===== src/rtl/rx_link_release_ctrl_if.sv =====
// rx_link_release_ctrl_if
//   Bundles the LMFC timing, lane/link configuration, lane status and the
//   per-link / per-lane release outputs of rx_link_release_ctrl.
//   master : the environment (LMFC generator, software, lane data paths).
//   slave  : the release controller itself.
//   Signals (direction seen from the controller):
//     lmfc_counter_i    in  8          beat index within the multiframe
//     release_delay_i   in  LINKS*8    per-link release beat
//     lane_link_map_i   in  L*LIW      link index per lane (>= LINKS disables)
//     lane_enable_i     in  L          per-lane enable
//     buffer_ready_ni   in  L          per-lane buffer ready, active-low
//     link_reset_i      in  LINKS      per-link resynchronisation request
//     err_clr_i         in  1          clear sticky errors and counters
//     buffer_release_no out LINKS      per-link release, active-low
//     lane_release_no   out L          per-lane release, active-low
//     link_valid_o      out LINKS      link data valid
//     release_err_o     out LINKS      sticky error flag
//     release_err_cnt_o out LINKS*CNT_W saturating error count
//     link_state_o      out LINKS*2    FSM state per link
interface rx_link_release_ctrl_if #(
   parameter int L     = 2,
   parameter int LINKS = 1,
   parameter int CNT_W = 8
);
   localparam int LIW = (LINKS > 1) ? $clog2(LINKS) : 1;

   logic [7:0]             lmfc_counter_i;
   logic [LINKS*8-1:0]     release_delay_i;
   logic [L*LIW-1:0]       lane_link_map_i;
   logic [L-1:0]           lane_enable_i;
   logic [L-1:0]           buffer_ready_ni;
   logic [LINKS-1:0]       link_reset_i;
   logic                   err_clr_i;
   logic [LINKS-1:0]       buffer_release_no;
   logic [L-1:0]           lane_release_no;
   logic [LINKS-1:0]       link_valid_o;
   logic [LINKS-1:0]       release_err_o;
   logic [LINKS*CNT_W-1:0] release_err_cnt_o;
   logic [LINKS*2-1:0]     link_state_o;

   modport master (
      output lmfc_counter_i, release_delay_i, lane_link_map_i, lane_enable_i,
             buffer_ready_ni, link_reset_i, err_clr_i,
      input  buffer_release_no, lane_release_no, link_valid_o, release_err_o,
             release_err_cnt_o, link_state_o
   );

   modport slave (
      input  lmfc_counter_i, release_delay_i, lane_link_map_i, lane_enable_i,
             buffer_ready_ni, link_reset_i, err_clr_i,
      output buffer_release_no, lane_release_no, link_valid_o, release_err_o,
             release_err_cnt_o, link_state_o
   );
endinterface


===== src/rtl/rx_link_release_ctrl.sv =====
// rx_link_release_ctrl
//   Per-link elastic-buffer release controller for a JESD204B receiver.
//   Each of LINKS links gathers its member lanes through a runtime lane map
//   and lane enables, waits for all members to report buffer ready, and
//   releases them together on its programmed LMFC beat. A link that cannot
//   release within TIMEOUT_MF multiframes, or that loses a lane after
//   release, goes to ERROR and is recorded in a sticky flag and a
//   saturating counter.
//   Ports:
//     clk_i  in  clock
//     rst_i  in  asynchronous active-high reset
//     bus    rx_link_release_ctrl_if.slave (see the interface file)
//
//   Release/valid relationship: buffer_release_no[k] low means the member
//   lane buffers of link k may drain; link_valid_o[k] follows it one cycle
//   later so downstream logic sees data only once the buffers are running.
//   There is no back-pressure path: the controller never waits on a consumer.
module rx_link_release_ctrl #(
   parameter int L          = 2,
   parameter int LINKS      = 1,
   parameter int TIMEOUT_MF = 4,
   parameter int CNT_W      = 8
) (
   input logic                  clk_i,
   input logic                  rst_i,
   rx_link_release_ctrl_if.slave bus
);
   localparam int LIW = (LINKS > 1) ? $clog2(LINKS) : 1;
   // Value of the timeout counter on which the next wrap declares a timeout.
   localparam logic [7:0]       TMO_LAST = 8'(TIMEOUT_MF - 1);
   localparam logic [CNT_W-1:0] CNT_MAX  = '1;
   localparam logic [CNT_W-1:0] CNT_ONE  = CNT_W'(1);

   typedef enum logic [1:0] {
      ST_IDLE     = 2'd0,
      ST_WAIT     = 2'd1,
      ST_RELEASED = 2'd2,
      ST_ERROR    = 2'd3
   } state_t;

   state_t           state_q   [LINKS];
   state_t           state_d   [LINKS];
   logic [7:0]       tmo_q     [LINKS];
   logic [7:0]       tmo_d     [LINKS];
   logic [CNT_W-1:0] cnt_q     [LINKS];
   logic [L-1:0]     member    [LINKS];

   logic [LINKS-1:0] all_rdy;
   logic [LINKS-1:0] any_rdy;
   logic [LINKS-1:0] link_empty;
   logic [LINKS-1:0] opp_q;
   logic             wrap_q;
   logic [LINKS-1:0] err_entry;
   logic [LINKS-1:0] err_q;
   logic [LINKS-1:0] valid_q;
   logic [LINKS-1:0] brn;
   logic [L-1:0]     lane_rel_n;
   logic [LINKS*2-1:0]     state_vec;
   logic [LINKS*CNT_W-1:0] cnt_vec;

   // ------------------------------------------------------------------
   // Lane membership and per-link readiness. A map value that matches no
   // link index (>= LINKS) simply makes the lane a member of nothing.
   // ------------------------------------------------------------------
   always_comb begin
      all_rdy    = '0;
      any_rdy    = '0;
      link_empty = '0;
      for (int k = 0; k < LINKS; k++) begin
         member[k] = '0;
         for (int l = 0; l < L; l++) begin
            member[k][l] = bus.lane_enable_i[l] &&
                           (bus.lane_link_map_i[l*LIW +: LIW] == LIW'(k));
         end
         link_empty[k] = ~|member[k];
         any_rdy[k]    = |(member[k] & ~bus.buffer_ready_ni);
         all_rdy[k]    = ~link_empty[k] && ((member[k] & bus.buffer_ready_ni) == '0);
      end
   end

   // ------------------------------------------------------------------
   // Registered LMFC pulses. A delay beyond the multiframe length never
   // matches, so such a link can only leave WAIT through the timeout.
   // ------------------------------------------------------------------
   always_ff @(posedge clk_i or posedge rst_i) begin
      if (rst_i) begin
         opp_q  <= '0;
         wrap_q <= 1'b0;
      end else begin
         for (int k = 0; k < LINKS; k++) begin
            opp_q[k] <= (bus.lmfc_counter_i == bus.release_delay_i[k*8 +: 8]);
         end
         wrap_q <= (bus.lmfc_counter_i == 8'd0);
      end
   end

   // ------------------------------------------------------------------
   // Per-link FSM: next state, timeout counter and error-entry detection.
   // ------------------------------------------------------------------
   always_comb begin
      err_entry = '0;
      for (int k = 0; k < LINKS; k++) begin
         state_d[k] = state_q[k];
         tmo_d[k]   = '0;
         if (bus.link_reset_i[k]) begin
            state_d[k] = ST_IDLE;
         end else begin
            case (state_q[k])
               ST_IDLE: begin
                  if (opp_q[k] && all_rdy[k]) begin
                     state_d[k] = ST_RELEASED;
                  end else if (any_rdy[k]) begin
                     state_d[k] = ST_WAIT;
                  end
               end
               ST_WAIT: begin
                  // Release is checked first so it wins over a timeout on
                  // the same beat.
                  if (opp_q[k] && all_rdy[k]) begin
                     state_d[k] = ST_RELEASED;
                  end else if (!any_rdy[k]) begin
                     state_d[k] = ST_IDLE;
                  end else begin
                     tmo_d[k] = tmo_q[k];
                     if (wrap_q) begin
                        if (tmo_q[k] == TMO_LAST) begin
                           state_d[k] = ST_ERROR;
                        end else begin
                           tmo_d[k] = tmo_q[k] + 8'd1;
                        end
                     end
                  end
               end
               ST_RELEASED: begin
                  // An emptied link is a reconfiguration, not a lane loss.
                  if (link_empty[k]) begin
                     state_d[k] = ST_IDLE;
                  end else if (!all_rdy[k]) begin
                     state_d[k] = ST_ERROR;
                  end
               end
               ST_ERROR: begin
                  if (!any_rdy[k]) begin
                     state_d[k] = ST_IDLE;
                  end
               end
               default: state_d[k] = ST_IDLE;
            endcase
         end
         err_entry[k] = (state_d[k] == ST_ERROR) && (state_q[k] != ST_ERROR);
      end
   end

   always_ff @(posedge clk_i or posedge rst_i) begin
      if (rst_i) begin
         for (int k = 0; k < LINKS; k++) begin
            state_q[k] <= ST_IDLE;
            tmo_q[k]   <= '0;
         end
      end else begin
         for (int k = 0; k < LINKS; k++) begin
            state_q[k] <= state_d[k];
            tmo_q[k]   <= tmo_d[k];
         end
      end
   end

   // ------------------------------------------------------------------
   // Error recording. A clear coinciding with a new ERROR entry keeps that
   // entry: flag set, count restarts at one.
   // ------------------------------------------------------------------
   always_ff @(posedge clk_i or posedge rst_i) begin
      if (rst_i) begin
         err_q <= '0;
         for (int k = 0; k < LINKS; k++) begin
            cnt_q[k] <= '0;
         end
      end else begin
         for (int k = 0; k < LINKS; k++) begin
            if (bus.err_clr_i) begin
               err_q[k] <= err_entry[k];
               cnt_q[k] <= err_entry[k] ? CNT_ONE : '0;
            end else if (err_entry[k]) begin
               err_q[k] <= 1'b1;
               if (cnt_q[k] != CNT_MAX) begin
                  cnt_q[k] <= cnt_q[k] + CNT_ONE;
               end
            end
         end
      end
   end

   // ------------------------------------------------------------------
   // Outputs. Release comes straight from the state register; valid is
   // that release delayed by one flop.
   // ------------------------------------------------------------------
   always_ff @(posedge clk_i or posedge rst_i) begin
      if (rst_i) begin
         valid_q <= '0;
      end else begin
         valid_q <= ~brn;
      end
   end

   always_comb begin
      brn       = '1;
      state_vec = '0;
      cnt_vec   = '0;
      for (int k = 0; k < LINKS; k++) begin
         brn[k]                    = (state_q[k] != ST_RELEASED);
         state_vec[k*2 +: 2]       = state_q[k];
         cnt_vec[k*CNT_W +: CNT_W] = cnt_q[k];
      end
   end

   // A lane is a member of at most one link, so at most one term matches.
   always_comb begin
      lane_rel_n = '1;
      for (int l = 0; l < L; l++) begin
         for (int k = 0; k < LINKS; k++) begin
            if (member[k][l]) begin
               lane_rel_n[l] = brn[k];
            end
         end
      end
   end

   assign bus.buffer_release_no = brn;
   assign bus.lane_release_no   = lane_rel_n;
   assign bus.link_valid_o      = valid_q;
   assign bus.release_err_o     = err_q;
   assign bus.release_err_cnt_o = cnt_vec;
   assign bus.link_state_o      = state_vec;

endmodule


===== src/flat_wrapper.sv =====
// flat-port wrapper written by rule: the top's interface ports become plain ports
module rx_link_release_ctrl_flat 
#(
   parameter int L          = 2,
   parameter int LINKS      = 1,
   parameter int TIMEOUT_MF = 4,
   parameter int CNT_W      = 8
)
  (clk_i, rst_i, bus_lmfc_counter_i, bus_release_delay_i, bus_lane_link_map_i, bus_lane_enable_i, bus_buffer_ready_ni, bus_link_reset_i, bus_err_clr_i, bus_buffer_release_no, bus_lane_release_no, bus_link_valid_o, bus_release_err_o, bus_release_err_cnt_o, bus_link_state_o);
  rx_link_release_ctrl_if #(.L(L), .LINKS(LINKS), .CNT_W(CNT_W)) bus_i ();
  input logic clk_i;
  input logic rst_i;
  input wire logic [$bits(bus_i.lmfc_counter_i)-1:0] bus_lmfc_counter_i;
  input wire logic [$bits(bus_i.release_delay_i)-1:0] bus_release_delay_i;
  input wire logic [$bits(bus_i.lane_link_map_i)-1:0] bus_lane_link_map_i;
  input wire logic [$bits(bus_i.lane_enable_i)-1:0] bus_lane_enable_i;
  input wire logic [$bits(bus_i.buffer_ready_ni)-1:0] bus_buffer_ready_ni;
  input wire logic [$bits(bus_i.link_reset_i)-1:0] bus_link_reset_i;
  input wire logic [$bits(bus_i.err_clr_i)-1:0] bus_err_clr_i;
  output wire logic [$bits(bus_i.buffer_release_no)-1:0] bus_buffer_release_no;
  output wire logic [$bits(bus_i.lane_release_no)-1:0] bus_lane_release_no;
  output wire logic [$bits(bus_i.link_valid_o)-1:0] bus_link_valid_o;
  output wire logic [$bits(bus_i.release_err_o)-1:0] bus_release_err_o;
  output wire logic [$bits(bus_i.release_err_cnt_o)-1:0] bus_release_err_cnt_o;
  output wire logic [$bits(bus_i.link_state_o)-1:0] bus_link_state_o;
  assign bus_i.lmfc_counter_i = bus_lmfc_counter_i;
  assign bus_i.release_delay_i = bus_release_delay_i;
  assign bus_i.lane_link_map_i = bus_lane_link_map_i;
  assign bus_i.lane_enable_i = bus_lane_enable_i;
  assign bus_i.buffer_ready_ni = bus_buffer_ready_ni;
  assign bus_i.link_reset_i = bus_link_reset_i;
  assign bus_i.err_clr_i = bus_err_clr_i;
  assign bus_buffer_release_no = bus_i.buffer_release_no;
  assign bus_lane_release_no = bus_i.lane_release_no;
  assign bus_link_valid_o = bus_i.link_valid_o;
  assign bus_release_err_o = bus_i.release_err_o;
  assign bus_release_err_cnt_o = bus_i.release_err_cnt_o;
  assign bus_link_state_o = bus_i.link_state_o;
  rx_link_release_ctrl #(.L(L), .LINKS(LINKS), .TIMEOUT_MF(TIMEOUT_MF), .CNT_W(CNT_W)) u_core (.clk_i(clk_i), .rst_i(rst_i), .bus(bus_i));
endmodule

===== config.mk =====
export PLATFORM = sky130hd
export DESIGN_NAME = rx_link_release_ctrl_flat
export DESIGN_NICKNAME = d
export VERILOG_FILES = /design/src/rtl/rx_link_release_ctrl_if.sv /design/src/rtl/rx_link_release_ctrl.sv /design/src/flat_wrapper.sv
export SDC_FILE = /design/constraint.sdc
export NUM_CORES = 1
export LEC_CHECK = 0
export ABC_AREA = 0
export BUFFER_PORTS_ARGS = -buffer_cell sky130_fd_sc_hd__buf_2
export CORE_MARGIN = 10
export CORE_UTILIZATION = 30
export CTS_CLUSTER_DIAMETER = 120
export DETAILED_ROUTE_END_ITERATION = 7
export SLEW_MARGIN = 10
export SYNTH_ARGS = -nofsm -noshare
export SYNTH_HDL_FRONTEND = slang
export SYNTH_SLANG_ARGS = --single-unit
export TNS_END_PERCENT = 100

===== constraint.sdc =====
create_clock -name clk_i -period 2.3 [get_ports clk_i]
set_input_delay 0.23 -clock clk_i [delete_from_list [all_inputs] [get_ports clk_i]]
set_output_delay 0.23 -clock clk_i [all_outputs]
set_load 0.02 [all_outputs]

-- After elaboration in Yosys (flattened, before gate mapping)
Cells that the tools add are included.
- mux-type cells: 25
- reductions and logical operators: 14
- equality and inequality tests: 11
- $add $sub $neg: 2
- bitwise gates (word level): 6
- operators with widths (kind ; number):
    8-bit two-way mux ; 9
    2-bit two-way mux ; 10
    8-bit by 1-bit adder with 8-bit output, second input constant ; 2
    5-bit inequality test, second input constant ; 2
    8-bit by 2-bit == test with 1-bit output, second input constant ; 1
    8-bit == test ; 1
    8-bit logical NOT ; 1
    8-bit inequality test, second input constant ; 1
    2-bit one-hot mux with 4 select lines ; 1
    2-bit == test, second input constant ; 3
    1-bit logical AND ; 5
    1-bit two-way mux ; 5
    2-bit bitwise AND ; 2
    2-bit logical NOT ; 2
    2-bit inequality test, second input constant ; 2
    2-bit AND reduction ; 2
    2-bit nonzero test ; 2
    2-bit OR reduction ; 2
    1-bit NOT ; 3
    2-bit by 1-bit == test with 1-bit output, second input constant ; 1
    2-bit NOT ; 1
- word-level logic and storage cells: 65
- output and inout bits: 15
- register bits: 22
- bits of input ports: 26

-- Logic depth before layout (Yosys ltp)
- depth in word-level cells: 13
- gate-level depth with buffers: 6
- gate-level depth less buffers: 6

-- Least setup slack after synthesis
Ideal clock, no wire load.
- path type: register -> register
- start: register u_core.state_q, in the netlist u_core.bus.link_state_o[1]
- end: register u_core.cnt_q, in the netlist u_core.bus.release_err_cnt_o[2]
- cell stages (with the launch flop): 6
- library setup time: 0.128 ns
- path slack: 0.394 ns
- data arrival time: 1.778 ns
- buffers on the path: 0
- period minus slack after synthesis: 1.906 ns
- required time: 2.172 ns
- cells stage by stage: dfrtp_1 > or2_0 > a221o_1 > o211a_4 > nor3_1 > mux2_1
- word-level cells in the longest chain between the ends: 10
- elaborated cells between the ends (all ways): 20
- classes of those cells: 5 x eq/ne; 11 x mux; 4 x reduce/logical
- ends and longest elaborated chain (element ; RTL line ; source):
    start, declared ; rx_link_release_ctrl.sv:41 ; state_t state_q [LINKS];
    start signal, assigned by index ; rx_link_release_ctrl.sv:162 ; state_q[k] <= state_d[k];
    2-bit two-way mux ; rx_link_release_ctrl.sv:126 ; if (tmo_q[k] == TMO_LAST) begin
    2-bit two-way mux ; rx_link_release_ctrl.sv:125 ; if (wrap_q) begin
    2-bit two-way mux ; rx_link_release_ctrl.sv:121 ; end else if (!any_rdy[k]) begin
    2-bit two-way mux ; rx_link_release_ctrl.sv:119 ; if (opp_q[k] && all_rdy[k]) begin
    2-bit one-hot mux with 4 select lines ; rx_link_release_ctrl.sv:108 ; case (state_q[k])
    2-bit two-way mux ; rx_link_release_ctrl.sv:105 ; if (bus.link_reset_i[k]) begin
    2-bit == test ; rx_link_release_ctrl.sv:150 ; err_entry[k] = (state_d[k] == ST_ERROR) && (state_q[k] != ST_ERROR);
    1-bit logical AND * ; rx_link_release_ctrl.sv:150 ;
    2-bit nonzero test (no source line) * ; -- ;
    2-bit AND reduction (no source line) * ; -- ;
    end signal, assigned by index ; rx_link_release_ctrl.sv:182 ; cnt_q[k] <= err_entry[k] ? CNT_ONE : '0;
    end signal, assigned by index ; rx_link_release_ctrl.sv:186 ; cnt_q[k] <= cnt_q[k] + CNT_ONE;
    end, declared ; rx_link_release_ctrl.sv:45 ; logic [CNT_W-1:0] cnt_q [LINKS];
Every way passes the cells marked *; elsewhere a longest branch is shown, timed or not.
A chain may end at the register's enable or synchronous reset.

-- Worst setup path in the final report
- start: register u_core.tmo_q[1] in the netlist's numbering
- end: register u_core.cnt_q, in the netlist u_core.bus.release_err_cnt_o[3]
- word-level cells in the longest chain between the ends: 11
- ends and longest elaborated chain (element ; RTL line ; source):
    start, declared ; rx_link_release_ctrl.sv:43 ; logic [7:0] tmo_q [LINKS];
    start signal, assigned by index ; rx_link_release_ctrl.sv:163 ; tmo_q[k] <= tmo_d[k];
    8-bit by 2-bit == test with 1-bit output ; rx_link_release_ctrl.sv:126 ;
    2-bit two-way mux ; rx_link_release_ctrl.sv:126 ;
    2-bit two-way mux ; rx_link_release_ctrl.sv:125 ;
    2-bit two-way mux ; rx_link_release_ctrl.sv:121 ;
    2-bit two-way mux ; rx_link_release_ctrl.sv:119 ;
    2-bit one-hot mux with 4 select lines ; rx_link_release_ctrl.sv:108 ;
    2-bit two-way mux ; rx_link_release_ctrl.sv:105 ;
    2-bit == test ; rx_link_release_ctrl.sv:150 ;
    1-bit logical AND ; rx_link_release_ctrl.sv:150 ;
    2-bit nonzero test (no source line) ; -- ;
    2-bit AND reduction (no source line) ; -- ;
Every way passes these cells.

==> results.json <==
{
  "status": "finished clean",
  "core.rowCount": 24,
  "routabilityCongestion": 0.7709,
  "ys_ff_latch": 22,
  "synthFlopType": "dfrtp_1",
  "max_stage_delay_ps": 380,
  "syn_to_final_growth_pct": 22.34,
  "setup_tns_ps": 0,
  "clk_pin_slew_worst_paths_ps": 80,
  "maxCapViolCount": 0,
  "setup_violations": 0,
  "nFillCells": 455,
  "antenna_found_initial": 0,
  "port_buffers": 40,
  "instances_no_fill": 243,
  "p_leak_nw": 0.7641,
  "die-area_mm2": 0.007800,
  "regArea_um2": 550.5,
  "dp_slack_ps": 235.5,
  "start_util": 0.3150,
  "ys_warn_count": 0,
  "finalHoldViolations": 0,
  "cts_resized": 0,
  "max-slew-margin-rel": 0.4574,
  "cpMaxStageDelayCell": "dfrtp_1",
  "ios": 41,
  "fin_area_mm2": 0.001713,
  "syn_inst": 148,
  "hpwlAfterDp_mm": 2.555,
  "postRouteAntennaNets": 0,
  "max_freq_mhz": 474.6,
  "maxSlewViolCount": 0,
  "cp.required_ps": 2440,
  "fin_ws_ps": 192.9,
  "via_per_inst": 5.086,
  "most-common-layout-cells": "buf_2 (40), dfrtp_1 (22), nor2_1 (16)",
  "dr.pass1.iters": 4,
  "cts_tree": "yes",
  "min_period_over_period": 0.9161,
  "core-area_mm2": 0.004444,
  "ctsHoldBuffers": 0,
  "place_area_mm2": 0.001652,
  "path_buf_inv": 0,
  "finalNetCount": 220,
  "grt_max_degree": 23,
  "cts_setup_buffers": 0,
  "cpLargestDelayFamily": "simple AND/OR/NAND/NOR gates",
  "endpoint_kind": "register",
  "peakVddDrop_mv": 0.3249,
  "clock-sinks": 22,
  "mostFrequentLayoutCell": "buf_2",
  "drtIter0Drc": 67,
  "track_usage": 0.08831,
  "diodes": 0,
  "dr_total_vias": 1236,
  "h-tree-depth": 1,
  "worstSkewPairLatency_ps": 260,
  "rsz0062_at_grt": "false",
  "critPathArrivalTime_ps": 2250,
  "p_per_area_mw_per_mm2": 431.8,
  "multi_input_area_um2": 807.0,
  "worstSetupStartpointType": "register",
  "clockBufferDepth": 2,
  "ys_seq_area_frac": 0.3932,
  "synthDistinctLibCells": 45,
  "period_minus_slack_ps": 2107,
  "layout-drive-gt1-share": 0.2984,
  "syn_area_mm2": 0.001400,
  "place_inst": 239,
  "grt_pass1_wl_mm": 5.685,
  "r2r_start": "u_core.tmo_q[1]$_DFFE_PP0P_",
  "critical_path_class": "register to register",
  "drc": 0,
  "gr-total-overflow": 0,
  "drt-total-wl_mm": 3.196,
  "fin_skew_ps": 8.106,
  "synth-async-reset-ratio": 1.000,
  "syn_avg_cell_area_um2": 9.460,
  "tightestPinTransition_ps": 812.9,
  "crit_chain": "ha_1 > nor3b_1 > o2111ai_2 > o22a_2 > nor3_1 > mux2_1",
  "cp_max_fo": 6,
  "die_w_um": 88.32,
  "die_h_um": 88.32,
  "avgRoutedWirePerCell_um": 13.15,
  "synth_edf_count": 0,
  "synth_nets": 176,
  "hold_class": "primary input to async pin",
  "crit_start": "u_core.tmo_q[1]$_DFFE_PP0P_",
  "grt_pass1_vias": 1252,
  "cts_buffers": 3,
  "cts_root_buffer": "clkbuf_8"
}
==> metal layers <==
layer	track usage	wire length, um	share of wire	up-vias
met5	0	0	0	-
met4	0.03084	48	0.015	0
met3	0.02757	259	0.081	2
met2	0.1286	1268	0.40	41
met1	0.1197	1620	0.51	560
li1	-	-	-	633
==> final cells by class <==
| type | count | share of cell area |
|---|---|---|
| tap | 52 | 0.03798 |
| multi-input combinational | 117 | 0.4711 |
| sequential | 22 | 0.3214 |
| timing repair buffer | 40 | 0.1169 |
| inverter | 8 | 0.02045 |
| clock buffer | 4 | 0.03214 |
==> where the power goes <==
part           leakage [nW]  internal (mW)  switching, mW
Sequential            0.307          0.388        0.00164
Combinational         0.428         0.0366         0.0418
Clock                0.0288          0.152          0.120
==> cell usage after synthesis (5+ instances only) <==
library cell  number  area share
dfrtp_1           22        0.39
nor2_1            16       0.043
nand2_1            9       0.024
nand4_1            9       0.040
xnor2_1            9       0.056
nand3_1            8       0.029
inv_1              6       0.016
xor2_1             6       0.038
nand2b_1           5       0.022
nor3_1             5       0.018
==> flip-flops by register name, indices dropped and copies added, names as in the netlist <==
register,count
u_core.bus.release_err_cnt_o,8
u_core.tmo_q,8
u_core.bus.link_state_o,2
u_core.bus.link_valid_o,1
u_core.bus.release_err_o,1
u_core.opp_q,1
u_core.wrap_q,1
==> kinds of logic (layout without fill, tap and decap cells) <==
group           Yosys count  after routing  share of synthesized area
buf+inv                   9             52                    0.03485
simple gates             77             77                     0.3146
compound gates           20             20                     0.1216
fa+ha+maj                 2              2                    0.01787
flops                    22             22                     0.3932
mux                       3              3                    0.02413
xor+xnor                 15             15                    0.09384
==> metrics by stage <==
stage | hold slack, ps | power (mW) | utilization
CTS | 155.0 | 0.7561 | 0.3840
detailed placement | 440.6 | 0.4763 | 0.3716
finish | 116.5 | 0.7396 | 0.3854
global placement | 443.0 | 0.4763 | 0.3716
floorplan | 219.2 | 0.4411 | -
global route | 180.9 | 0.7867 | 0.3854
==> worst paths after layout <==
check / slack (ps) / depth (start not counted) / endpoint
max reg2reg: 190 / 6 / u_core.bus.release_err_cnt_o[3]$_DFFE_PP0P_
max in group asynchronous: 1670 / 2 / u_core.bus.release_err_cnt_o[4]$_DFFE_PP0P_
min reg2reg: 550 / 2 / u_core.bus.release_err_o$_DFFE_PP0P_
max: 190 / 6 / u_core.bus.release_err_cnt_o[3]$_DFFE_PP0P_
min in group clk_i: 190 / 2 / u_core.bus.link_state_o[1]$_DFF_PP0_
min: 120 / 2 / u_core.tmo_q[1]$_DFFE_PP0P_
(Power assumes the default switching activity.)
